$ cat config.mk
export PLATFORM = sky130hd
export DESIGN_NAME = fetch_unit_flat
export DESIGN_NICKNAME = d
export VERILOG_FILES = /design/src/rtl/fetch_unit_if.sv /design/src/rtl/fetch_unit.sv /design/src/flat_wrapper.sv
export SDC_FILE = /design/constraint.sdc
export NUM_CORES = 1
export LEC_CHECK = 0
export CORE_MARGIN = 2
export CORE_UTILIZATION = 35
export CTS_BUF_LIST = sky130_fd_sc_hd__clkbuf_8
export DETAILED_ROUTE_END_ITERATION = 10
export GPL_ROUTABILITY_DRIVEN = 0
export PLACE_DENSITY_LB_ADDON = 0.12
export SETUP_SLACK_MARGIN = 0.02
export SKIP_CTS_REPAIR_TIMING = 1
export SLEW_MARGIN = 15
export SYNTH_ARGS = -nofsm -noshare
export SYNTH_HDL_FRONTEND = slang
export SYNTH_SLANG_ARGS = --single-unit
export TNS_END_PERCENT = 50
$ cat constraint.sdc
create_clock -name clock -period 22.1 [get_ports clock]
set_input_delay 3.315 -clock clock [delete_from_list [all_inputs] [get_ports clock]]
set_output_delay 3.315 -clock clock [all_outputs]
set_load 0.01 [all_outputs]
$ cat src/rtl/fetch_unit_if.sv
// Bundles the fetch unit's memory, decode and redirect signals.
// The fetch unit takes the master modport; memory/decode/ALU side take slave.
interface fetch_unit_if #(
  parameter int XLEN  = 32,
  parameter int DEPTH = 4
);
  logic                    redirect;
  logic [XLEN-1:0]         redirect_pc;
  logic                    imem_req;
  logic [XLEN-1:0]         imem_addr;
  logic                    imem_ready;
  logic                    imem_rvalid;
  logic [31:0]             imem_rdata;
  logic                    inst_valid;
  logic [31:0]             inst;
  logic [XLEN-1:0]         inst_pc;
  logic                    inst_ready;
  logic [$clog2(DEPTH):0]  count;

  modport master (
    input  redirect, redirect_pc, imem_ready, imem_rvalid, imem_rdata, inst_ready,
    output imem_req, imem_addr, inst_valid, inst, inst_pc, count
  );

  modport slave (
    output redirect, redirect_pc, imem_ready, imem_rvalid, imem_rdata, inst_ready,
    input  imem_req, imem_addr, inst_valid, inst, inst_pc, count
  );
endinterface

$ cat src/rtl/fetch_unit.sv
// Instruction fetch front end: request/response memory handshake, prefetch
// queue toward decode, and flush-on-redirect with stale-response dropping.
module fetch_unit #(
  parameter int              XLEN     = 32,
  parameter int              DEPTH    = 4,
  parameter logic [XLEN-1:0] RESET_PC = '0,
  parameter int              PC_STEP  = 1,
  parameter logic [31:0]     NOP_INST = 32'h0000_0013
) (
  input logic          clock,
  input logic          reset,
  fetch_unit_if.master bus
);
  localparam int PW = $clog2(DEPTH);
  localparam int CW = PW + 1;
  typedef logic [CW-1:0] cnt_t;
  localparam cnt_t          DEPTH_C = cnt_t'(DEPTH);
  localparam logic [CW:0]   DEPTH_X = (CW+1)'(DEPTH);
  localparam logic [XLEN-1:0] STEP  = XLEN'(PC_STEP);

  logic [XLEN-1:0] fetchPc_q, respPc_q;
  cnt_t            inflight_q, drop_q, count_q;
  logic [PW-1:0]   wrPtr_q, rdPtr_q;
  logic [31:0]     instMem_q [DEPTH];
  logic [XLEN-1:0] pcMem_q   [DEPTH];

  logic            rspValid, reqFire, push, pop, headValid, reqOk;
  logic [CW:0]     committed;

  // Issue only while every outstanding kept response is guaranteed a slot.
  always_comb begin
    rspValid  = bus.imem_rvalid && (inflight_q != '0);
    committed = {1'b0, count_q} + {1'b0, inflight_q} - {1'b0, drop_q};
    headValid = (count_q != '0);
    reqOk     = !reset && !bus.redirect && (inflight_q < DEPTH_C) && (committed < DEPTH_X);
    reqFire   = reqOk && bus.imem_ready;
    push      = rspValid && !bus.redirect && (drop_q == '0);
    pop       = headValid && bus.inst_ready && !bus.redirect;
  end

  assign bus.imem_req   = reqOk;
  assign bus.imem_addr  = fetchPc_q;
  assign bus.inst_valid = headValid;
  assign bus.inst       = headValid ? instMem_q[rdPtr_q] : NOP_INST;
  assign bus.inst_pc    = pcMem_q[rdPtr_q];
  assign bus.count      = count_q;

  always_ff @(posedge clock or posedge reset) begin
    if (reset) begin
      fetchPc_q  <= RESET_PC;
      respPc_q   <= RESET_PC;
      inflight_q <= '0;
      drop_q     <= '0;
      count_q    <= '0;
      wrPtr_q    <= '0;
      rdPtr_q    <= '0;
      for (int i = 0; i < DEPTH; i++) begin
        instMem_q[i] <= NOP_INST;
        pcMem_q[i]   <= RESET_PC;
      end
    end else if (bus.redirect) begin
      // Everything still in flight now belongs to the abandoned path.
      fetchPc_q  <= bus.redirect_pc;
      respPc_q   <= bus.redirect_pc;
      count_q    <= '0;
      wrPtr_q    <= '0;
      rdPtr_q    <= '0;
      inflight_q <= inflight_q - cnt_t'(rspValid);
      drop_q     <= inflight_q - cnt_t'(rspValid);
    end else begin
      if (reqFire) begin
        fetchPc_q <= fetchPc_q + STEP;
      end
      inflight_q <= inflight_q + cnt_t'(reqFire) - cnt_t'(rspValid);
      if (rspValid && (drop_q != '0)) begin
        drop_q <= drop_q - cnt_t'(1);
      end
      if (push) begin
        instMem_q[wrPtr_q] <= bus.imem_rdata;
        pcMem_q[wrPtr_q]   <= respPc_q;
        wrPtr_q            <= wrPtr_q + 1'b1;
        respPc_q           <= respPc_q + STEP;
      end
      if (pop) begin
        rdPtr_q <= rdPtr_q + 1'b1;
      end
      count_q <= count_q + cnt_t'(push) - cnt_t'(pop);
    end
  end

  noOverflow: assert property (@(posedge clock) disable iff (reset)
    !(push && (count_q == DEPTH_C) && !bus.inst_ready));
endmodule

$ cat src/flat_wrapper.sv
// flat-port wrapper written by rule: the top's interface ports become plain ports
module fetch_unit_flat 
#(
  parameter int              XLEN     = 32,
  parameter int              DEPTH    = 4,
  parameter logic [XLEN-1:0] RESET_PC = '0,
  parameter int              PC_STEP  = 1,
  parameter logic [31:0]     NOP_INST = 32'h0000_0013
)
  (clock, reset, bus_redirect, bus_redirect_pc, bus_imem_ready, bus_imem_rvalid, bus_imem_rdata, bus_inst_ready, bus_imem_req, bus_imem_addr, bus_inst_valid, bus_inst, bus_inst_pc, bus_count);
  fetch_unit_if #(.XLEN(XLEN), .DEPTH(DEPTH)) bus_i ();
  input logic clock;
  input logic reset;
  input wire logic [$bits(bus_i.redirect)-1:0] bus_redirect;
  input wire logic [$bits(bus_i.redirect_pc)-1:0] bus_redirect_pc;
  input wire logic [$bits(bus_i.imem_ready)-1:0] bus_imem_ready;
  input wire logic [$bits(bus_i.imem_rvalid)-1:0] bus_imem_rvalid;
  input wire logic [$bits(bus_i.imem_rdata)-1:0] bus_imem_rdata;
  input wire logic [$bits(bus_i.inst_ready)-1:0] bus_inst_ready;
  output wire logic [$bits(bus_i.imem_req)-1:0] bus_imem_req;
  output wire logic [$bits(bus_i.imem_addr)-1:0] bus_imem_addr;
  output wire logic [$bits(bus_i.inst_valid)-1:0] bus_inst_valid;
  output wire logic [$bits(bus_i.inst)-1:0] bus_inst;
  output wire logic [$bits(bus_i.inst_pc)-1:0] bus_inst_pc;
  output wire logic [$bits(bus_i.count)-1:0] bus_count;
  assign bus_i.redirect = bus_redirect;
  assign bus_i.redirect_pc = bus_redirect_pc;
  assign bus_i.imem_ready = bus_imem_ready;
  assign bus_i.imem_rvalid = bus_imem_rvalid;
  assign bus_i.imem_rdata = bus_imem_rdata;
  assign bus_i.inst_ready = bus_inst_ready;
  assign bus_imem_req = bus_i.imem_req;
  assign bus_imem_addr = bus_i.imem_addr;
  assign bus_inst_valid = bus_i.inst_valid;
  assign bus_inst = bus_i.inst;
  assign bus_inst_pc = bus_i.inst_pc;
  assign bus_count = bus_i.count;
  fetch_unit #(.XLEN(XLEN), .DEPTH(DEPTH), .RESET_PC(RESET_PC), .PC_STEP(PC_STEP), .NOP_INST(NOP_INST)) u_core (.clock(clock), .reset(reset), .bus(bus_i));
endmodule
# ---- Yosys cells after proc, flatten, opt, wreduce, memory -nomap -nowiden
# Index checks and enable logic that the tools add are counted.
dict set report op_classes {
  add_sub_neg 12
  order_cmp 5
  muxes 23
  bitwise 3
  n_reduce_logical 22
}
# cell n
set op_table {}
lappend op_table {{two-way mux 32 bit} 10}
lappend op_table {{bitwise mux 128 bit} 2}
lappend op_table {{binary-select mux 32 bit (select 2 bit)} 2}
lappend op_table {{adder 32 x 1 -> 32 bit, second input constant} 2}
lappend op_table {{demux 32 bit (select 2 bit)} 1}
lappend op_table {{two-way mux 3 bit} 4}
lappend op_table {{logical AND 1 bit} 11}
lappend op_table {{nonzero test 3 bit} 3}
lappend op_table {{subtractor 3 x 1 -> 3 bit} 3}
lappend op_table {{two-way mux 2 bit} 4}
lappend op_table {{nonzero test 2 bit} 4}
lappend op_table {{adder 3 x 1 -> 3 bit} 2}
lappend op_table {{greater-or-equal comparator 3 bit, second input constant} 2}
lappend op_table {{inverter 2 -> 3 bit} 2}
lappend op_table {{adder 2 x 1 -> 2 bit, second input constant} 2}
lappend op_table {{adder 3 x 3 -> 4 bit} 1}
lappend op_table {{< comparator 4 x 3 -> 1 bit, second input constant} 1}
lappend op_table {{subtractor 4 x 3 -> 4 bit} 1}
lappend op_table {{zero test 3 bit} 1}
lappend op_table {{< comparator 3 x 1 -> 1 bit, second input constant} 1}
lappend op_table {{< comparator 3 bit, second input constant} 1}
lappend op_table {{subtractor 3 x 1 -> 3 bit, second input constant} 1}
lappend op_table {{zero test 1 bit} 2}
lappend op_table {{AND reduction 2 bit} 1}
lappend op_table {{inverter 1 bit} 1}
dict set report word_totals {
  reg_bits 333
  inputBits 70
  output_inout_bits 101
  wordCells 80
}

# ---- Longest topological paths before layout
# Gate-level depths: netlist of the first run.
dict set report depth {
  depth_word 8
  mapped_depth 14
  depth_no_buf 13
}

# ---- Worst setup path after synthesis of the first run
# OpenSTA, ideal clock, no wires.
dict set report synth_timing {
  path_type {in2out}
  startpoint {input port bus_redirect}
  endpoint {output port bus_imem_req}
  arrival_time_ps 4306
  required_time_ps 18785
  setup_slack_ps 14479
  path_stages 4
  n_path_buf 3
  path_cell_list {buf_6 > clkbuf_1 > buf_1 > nor4_1}
}
dict set report synth_between {
  elab_chain_cells 4
}
# item line_no
set synth_lines {}
lappend synth_lines {{start, declared} flat_wrapper.sv:14} ;# input wire logic [$bits(bus_i.redirect)-1:0] bus_redirect;
lappend synth_lines {{zero test 1 bit} fetch_unit.sv:35} ;# reqOk = !reset && !bus.redirect && (inflight_q < DEPTH_C) && (committed < DEPTH_X);
lappend synth_lines {{logical AND 1 bit (3 in a row)} fetch_unit.sv:35}
lappend synth_lines {{end, declared} flat_wrapper.sv:20} ;# output wire logic [$bits(bus_i.imem_req)-1:0] bus_imem_req;
# No other way between the ends.

# ---- Final worst setup path of the first run
dict set report layout_timing {
  startpoint {input port reset}
  endpoint {output port bus_imem_req}
}
dict set report layout_between {
  elab_chain_cells 4
}
# item line_no
set layout_lines {}
lappend layout_lines {{start, declared} flat_wrapper.sv:13} ;# input logic reset;
lappend layout_lines {{zero test 1 bit} fetch_unit.sv:35}
lappend layout_lines {{logical AND 1 bit (3 in a row)} fetch_unit.sv:35}
# No other way between the ends.

==> results of run 1 <==
[cell families (layout without fill, tap and decap cells)]
family	count (synthesis)	after routing	synth area share [%]
buf+inv	103	314	3.51
compound gates	101	101	4.42
xor+xnor	40	40	2.16
mux	337	337	27.8
flops	333	333	51.4
fa+ha+maj	21	21	1.80
simple gates	238	238	8.96
[power by group through the flow]
stage	Combinational [mW]	Clock (mW)	Sequential (mW)
final	0.737	0.547	0.870
after global routing	0.806	0.603	0.895
after CTS	0.759	0.573	0.874
after detailed placement	0.756	0	0.883
after global placement	0.747	0	0.879
after floorplan	0.494	0	0.830
[registers in the layout (all words and copies together), names as in the netlist]
name and cells:
u_core.instMem_q 128, u_core.pcMem_q 128, u_core.bus.imem_addr 32, u_core.respPc_q 32, u_core.bus.count 3, u_core.drop_q 3
u_core.inflight_q 3, u_core.rdPtr_q 2, u_core.wrPtr_q 2
[worst register-to-register path, stage by stage (launching register included)]
cell and delay, ns:
dfrtp_1 0.41, inv_1 0.12, fa_1 0.54, inv_1 0.04
ha_1 0.27, and3b_1 0.21, nor4_4 0.68, o21ai_2 0.15
inv_2 0.33, ha_1 0.25, fa_1 0.19, xor2_1 0.13
o21ai_0 0.10, xor2_1 0.16
[layout make-up]
cell class / instances / area [sq um]
clock buffers: 69 / 950
clock inverters: 34 / 168
fillers: 4198 / 26100
inverters: 28 / 113
multi-input cells: 737 / 7340
flip-flops and latches: 333 / 8360
well taps: 600 / 751
repair buffers: 183 / 1810
[through the flow]
| step | cells | total power, mW | area (sq um) | worst slack (ns) | utilization (%) |
|---|---|---|---|---|---|
| floorplan | 1173 | 1.32 | 16200 | 9.58 | - |
| global placement | 1881 | 1.63 | 18400 | 13.97 | 40.3 |
| detailed placement | 1881 | 1.64 | 18400 | 14.00 | 40.3 |
| CTS | 1984 | 2.21 | 19500 | 13.98 | 42.7 |
| global route | 1984 | 2.30 | 19500 | 13.94 | 42.7 |
| finish | 1984 | 2.15 | 19500 | 14.01 | 42.7 |
[layout by cell type (no fill, tap or decap), drive strengths merged, types with 6 or more instances in the layout]
cell type	n
clkdlybuf4s50	169
nor2	25
inv	55
clkbuf	69
xnor2	18
and4	7
nor4	10
mux2i	6
o31a	10
or3	8
buf	14
nand4	19
xor2	22
mux2	267
nand2	45
o21ai	37
mux4	64
dfstp	12
and2	40
nand2b	8
nor3	21
dfrtp	321
nand3	27
o21a	9
ha	17
o2111ai	8
and3	13
[how the worst max path moves through the flow]
stage | start | end | slack, ns | cells past startpoint
after global routing | reset | bus_imem_req | 13.94 | 3
after global placement | reset | bus_imem_req | 13.97 | 3
after detailed placement | reset | bus_imem_req | 14.00 | 3
final | reset | bus_imem_req | 14.01 | 3
after CTS | reset | bus_imem_req | 13.98 | 3
after floorplan | reset | u_core.bus.count[0] | 9.58 | 1
[routing by layer]
layer / vias to the layer above / part of all wire (%)
met3: 62 / 5.4
li1: 4666 / -
met1: 5264 / 47
met4: 2 / 2.1
met2: 236 / 45
met5: - / 0.025
==> summary.md, run 1 <==
The run finished with clean final reports. The clock net in this run drives a total of 333 sinks. By startpoint and endpoint, the worst setup path is classified as input pin to output port.

The arrival time reported for the critical path endpoint was 4.77 ns; the post-detailed-route count of antenna-violating nets was 0. The routed layout has 10200 vias. Based on the critical path, the design can be clocked at up to 124 MHz.

The worst register-to-register path ends at u_core.inflight_q[2]. The number of failing hold endpoints at the final stage was 0; the summed negative setup slack over all endpoints was 0 ns. Of the available clock period, the critical path in the final layout requires 36.6%. CTS built an H-tree with a depth of 2.

The Yosys step of the flow raised 0 warnings. The die is 219 microns wide. For this run, the leading register cell type out of synthesis is dfrtp_1.

The post-route netlist has 33.3% of its cells at a drive strength greater than 1. The power dissipated by switching net loads is 0.683 mW, and the total of flip-flops plus latches after synthesis is 333. Setup repair after global routing left no endpoint under its margin.

Before antenna repair, the detailed router went through 4 iterations. The most frequent cell on the critical path was clkdlybuf4s50_1. The total die area was 48100 sq um. The maximum root-to-sink buffer count is 3, and the overall die height is 219 microns.

The fraction of synthesis flops using an asynchronous set or reset pin is 100%, and the fraction of power consumed by sequential logic is 40.4%. Sorting the synthesized cells by how often they occur yields dfrtp_1, mux2_2, mux4_2. Dividing the detail-routed via count by the number of cells gives 5.16.

In this design, the stage delay of the slowest critical-path cell is 0.59 ns. In the final routed layout, each cell accounts on average for 20.4 microns. The clock-pin slew on the worst setup and hold paths is 0.05 ns. In this run the critical register-to-register path is launched from u_core.bus.count[1]. The run gives 0 as the total setup violations reported at the end of the flow. After synthesis, the largest area contributor takes up 49.5% of total cell area. The worst setup path is launched from an input pin. The tools report the net count after synthesis as 1264.

The cell area that synthesis handed to floorplanning was 16200 sq um. Standard cell with the maximum stage delay on the critical path: clkdlybuf4s50_1. Buffer and inverter count on the worst path: 2.

In the post-synthesis netlist, the cell with the most instances is dfrtp_1. For this run, global-route usage on met1 was measured as 24.8%. Number of global-route vias before repair: 10800. Across the run, the number of max-cap violations was 0. Yosys attributes the largest share of cell area to dfrtp_1, mux2_2, mux4_2, dfstp_2, and2_1.

The worst hold path begins at u_core.pcMem_q[26]. The slack of the worst reg-to-reg path is 18.37 ns. The CTS buffer count was 59. The layout net count came out at 1433. The path class of the tightest hold or removal check is flip-flop to flip-flop. For this design the static power due to leakage is 8.46 nW. Required time at the endpoint of the critical path: 18.78 ns. In this run the clock root is driven by a clkbuf_8. The first global-routing pass estimated 63800 microns of wire.

For the diode insertion count for antenna repair, the log shows 0. After layout, the minimum clock period comes to 8.09 ns. For this run, the total global-route usage over all layers was measured as 17.3%. After floorplanning, the core was sized to cover 45600 sq um. The critical path goes through clkdlybuf4s50_1 -> nor4_1 -> clkdlybuf4s50_1.

The number of enable-type register cells in the synthesized netlist is 0, and the logic depth of the worst register-to-register path is 13. The logs give 0.498 ns for the tightest hold margin and 1 for the number of antenna violations at the first check in global routing. The number of max-slew violations in the final report was 0; the total half-perimeter wirelength after legalization and detailed placement was 25300 microns. The area growth from synthesis to layout is 20.0%.

The largest net degree at the start of global routing was 181; the internal power of the cells was 1.47 mW. The final wirelength was 40400 microns. The path with the worst hold slack has its endpoint at u_core.pcMem_q[26].

Counting distinct cell types in the post-synthesis netlist gives 67. Summed over all layers, the global routing overflow is 0. The logs give 26.2% for the met2 routing resource usage after global routing and 1173 for the synthesized instance count. The worst setup skew after layout was 0.0391 ns.

For the worst-skew pair, the clock arrives at the later sink with an insertion delay of 0.66 ns. Number of cells traversed by the worst hold path: 1. Of the total power, the share spent switching nets is 31.7%. For this block, the initial DRC count from the detailed router was 614.

In this run the worst path has a maximum fanout of 3. TritonCTS built the clock tree. met2 is the most crowded layer.

The combinational group share of total power is 34.2%, and the actual transition at the worst max-transition pin is 1.02 ns. The number of I/O port buffers was 170; the effective utilization at floorplan was 35.6%. dfrtp_1 takes more of the synthesized area than any other cell. Family with the most delay on the worst path: buffers and inverters. The tools report the row count as 78. For this design the ratio of total power to cell area is 111 nW/um^2. Pin placement for this block handled 171 I/O pins. The run gives 0.0000620 V as the maximum resistive drop on vdd.

In this run, the clock network consumes 25.4% of the power. Sequential elements use 51.4% of the synthesized area. Headroom to the max-slew limit came out at 32.2%. Averaged over all synthesized cells, the footprint is 13.8 sq um. The run gives 4.14% as the global routing usage on met3. STA classifies the critical path endpoint as an output port. After detailed routing, the number of remaining DRC violations is 0.
No activity file was read; power rests on OpenSTA's default activity.
==> run 2: changes to the inputs <==
==> constraint.sdc (replaced) <==
create_clock -name clock -period 6.9 [get_ports clock]
set_input_delay 1.035 -clock clock [delete_from_list [all_inputs] [get_ports clock]]
set_output_delay 1.035 -clock clock [all_outputs]
set_load 0.01 [all_outputs]
==> summary.md, run 2 (synthesized netlist as in run 1, its figures left out) <==
The run finished with clean final reports. The required time at the endpoint of the critical path came out at 5.86 ns (-12.92 ns). The total power density per cell area was 356 nW/um^2 (+220%).

The run gives 2 (unchanged) as the depth of the CTS H-tree. Effective utilization at floorplan: 35.6% (unchanged). The library cell used most frequently in the layout, excluding fill and tap cells, is dfrtp_1.

The run gives 0 (-1) as the number of antenna violations at the first check in global routing. The final total power is 6.96 mW (+220%). The tools report the standard cell area after detailed placement as 18400 sq um (about the same). The highest achievable clock rate was 205 MHz; the number of global-route vias before repair was 10800 (-0.17%).

The wire length of the first global-routing pass was 64000 microns (+0.20%); the maximum root-to-sink buffer count was 3 (unchanged). The total global-route track usage is 17.3% (-0.062 points), and the worst slew slack as a fraction of its limit is 23.6% (-8.5 points). CTS buffer count: 60 (+1.7%).

The worst min-delay path category was flip-flop to flip-flop. The overall die height came out at 219 microns (unchanged). The initial detailed-routing violation count is 438 (-29%).

The root buffer cell was clkbuf_8. The number of search-and-repair iterations in the first detailed-routing pass is 4 (unchanged), and the chip width is 219 microns (unchanged). The sink count of the clock tree was 333 (unchanged); the final critical-path share of the clock period was 70.6%. The run gives 172 (-5.0%) as the largest net degree at the start of global routing. For the worst setup skew after layout, the log shows 0.0374 ns (-0.00168 ns).

The library cells used most frequently in the layout, excluding fill and tap cells, are dfrtp_1, mux2_2, clkdlybuf4s50_1, clkbuf_8, mux4_2. The number of design rule violations left after detail routing was 0 (unchanged). The actual transition at the worst max-transition pin was 1.14 ns (+0.124 ns). The final core utilization is 42.9% (+0.16 points), and the area growth from synthesis to final layout is 20.4%.

The worst setup path is captured at an output port. The logs give 3.83 ns (-0.94 ns) for the arrival time reported for the critical path endpoint and 0.000173 V (+180%) for the maximum resistive drop on vdd. TritonCTS built the clock tree.

The largest fanout on the critical path works out to 11 (+8). The tools report the row count as 78 (unchanged). The logs give 19600 sq um (+0.39%) for the post-layout instance area and 0 (unchanged) for the aggregate global routing overflow. Setup repair after global routing left no endpoint under its margin. The number of failing hold endpoints at the final stage is 0 (unchanged).

The tightest hold margin is 0.499 ns (+0.00107 ns). The slack of the worst reg-to-reg path was 2.58 ns (-15.79 ns); the time the worst path needs with I/O delays and setup was 4.87 ns. The logs give 0.66 ns (about the same) for the clock latency on the worst-skew pair and 0 (unchanged) for the total setup violations reported at the end of the flow. The kind of critical path is flip-flop to output port. The number of I/O port buffers works out to 170 (unchanged). The run gives 8.50 nW (+0.44%) as the leakage dissipation. For the post-detailed-route count of antenna-violating nets, the log shows 0 (unchanged). For the placeable core area, the log shows 45600 sq um (unchanged). Layout cell share with drive strength beyond 1: 33.7% (+0.41 points). The count of max-cap constraint violations is 0 (unchanged). The mean routed wirelength per cell is 20.4 microns (+0.27%).

The tools report the layout net count as 1434 (+0.070%). The count of fill cells added during filler insertion was 4264 (+1.6%); the vias after detailed routing was 10200 (-0.35%). The diode insertion count for antenna repair came out at 0 (unchanged). The critical path launch point type was a flip-flop. For the final wirelength, the log shows 40600 microns (+0.48%). The number of top-level pins was 171 (unchanged); the total die area was 48100 sq um (unchanged). In the final layout, the registers with the most flip-flops are u_core.instMem_q (128), u_core.pcMem_q (128). The via count normalized by instance count is 5.13 (-0.55%). The number of max-slew violations in the final report is 0 (unchanged). The clock-pin slew on the worst setup and hold paths was 0.06 ns (about the same). The summed negative setup slack over all endpoints came out at 0 ns (unchanged). Total half-perimeter wirelength after legalization and detailed placement: 25700 microns (+1.4%).
==> run 2: cell count changes in the layout (fill, tap and decap cells not counted) <==
cell,delta
clkbuf_8,+8
buf_12,+1
inv_6,+3
inv_8,-1
dfrtp_2,+1
inv_1,-4
buf_4,-1
nor3_2,-1
dfrtp_4,-1
clkinv_2,+1
nor3_1,+1
bufinv_16,-1
clkinvlp_4,-2
==> run 2: through the flow <==
stage / instances / setup WS [ns]
floorplan: 1173 / 1.43
global placement: 1881 / 2.59
detailed placement: 1881 / 2.53
CTS: 1988 / 1.90
global route: 1988 / 1.66
finish: 1988 / 2.03
==> run 2: layer usage <==
metal	track usage, %	share of wire (%)
met3	3.92	5.2
met4	4.10	1.3
met1	24.4	48
met5	0	0
met2	26.9	46
==> run 2: layout make-up <==
| type | instances | area (sq um) | area share (%) |
|---|---|---|---|
| Inverter | 28 | 109 | 0.557 |
| Timing Repair Buffer | 183 | 1820 | 9.30 |
| Clock inverter | 30 | 131 | 0.672 |
| Clock buffer | 77 | 1060 | 5.42 |
| Tap cell | 600 | 751 | 3.84 |
| Sequential cell | 333 | 8350 | 42.7 |
| Multi-Input combinational cell | 737 | 7330 | 37.5 |
==> run 2: final timing paths <==
check / to / depth (start not counted) / from
worst max-delay path: bus_imem_req / 9 / u_core.bus.count[1]
worst min-delay path: u_core.pcMem_q[55] / 1 / u_core.pcMem_q[55]
worst max register to register: u_core.inflight_q[2] / 13 / u_core.bus.count[1]
worst min register to register: u_core.pcMem_q[55] / 1 / u_core.pcMem_q[55]
max in group asynchronous: u_core.rdPtr_q[0] / 3 / reset
min in group asynchronous: u_core.bus.imem_addr[9] / 2 / reset
==> run 2: power by group <==
part           switching, mW  internal (mW)
registers              0.386           2.41
clock network          0.840          0.994
logic                  0.965           1.36
total                   2.19           4.77
==> run 2: worst max-delay path: stages, from the launching register on <==
cell and delay, ns:
dfrtp_1 0.39, inv_1 0.11, fa_1 0.54, inv_1 0.04, ha_1 0.27, and3b_1 0.20, nor4_4 0.60, nor2_1 0.11
nor4_1 0.29, clkdlybuf4s50_1 0.62
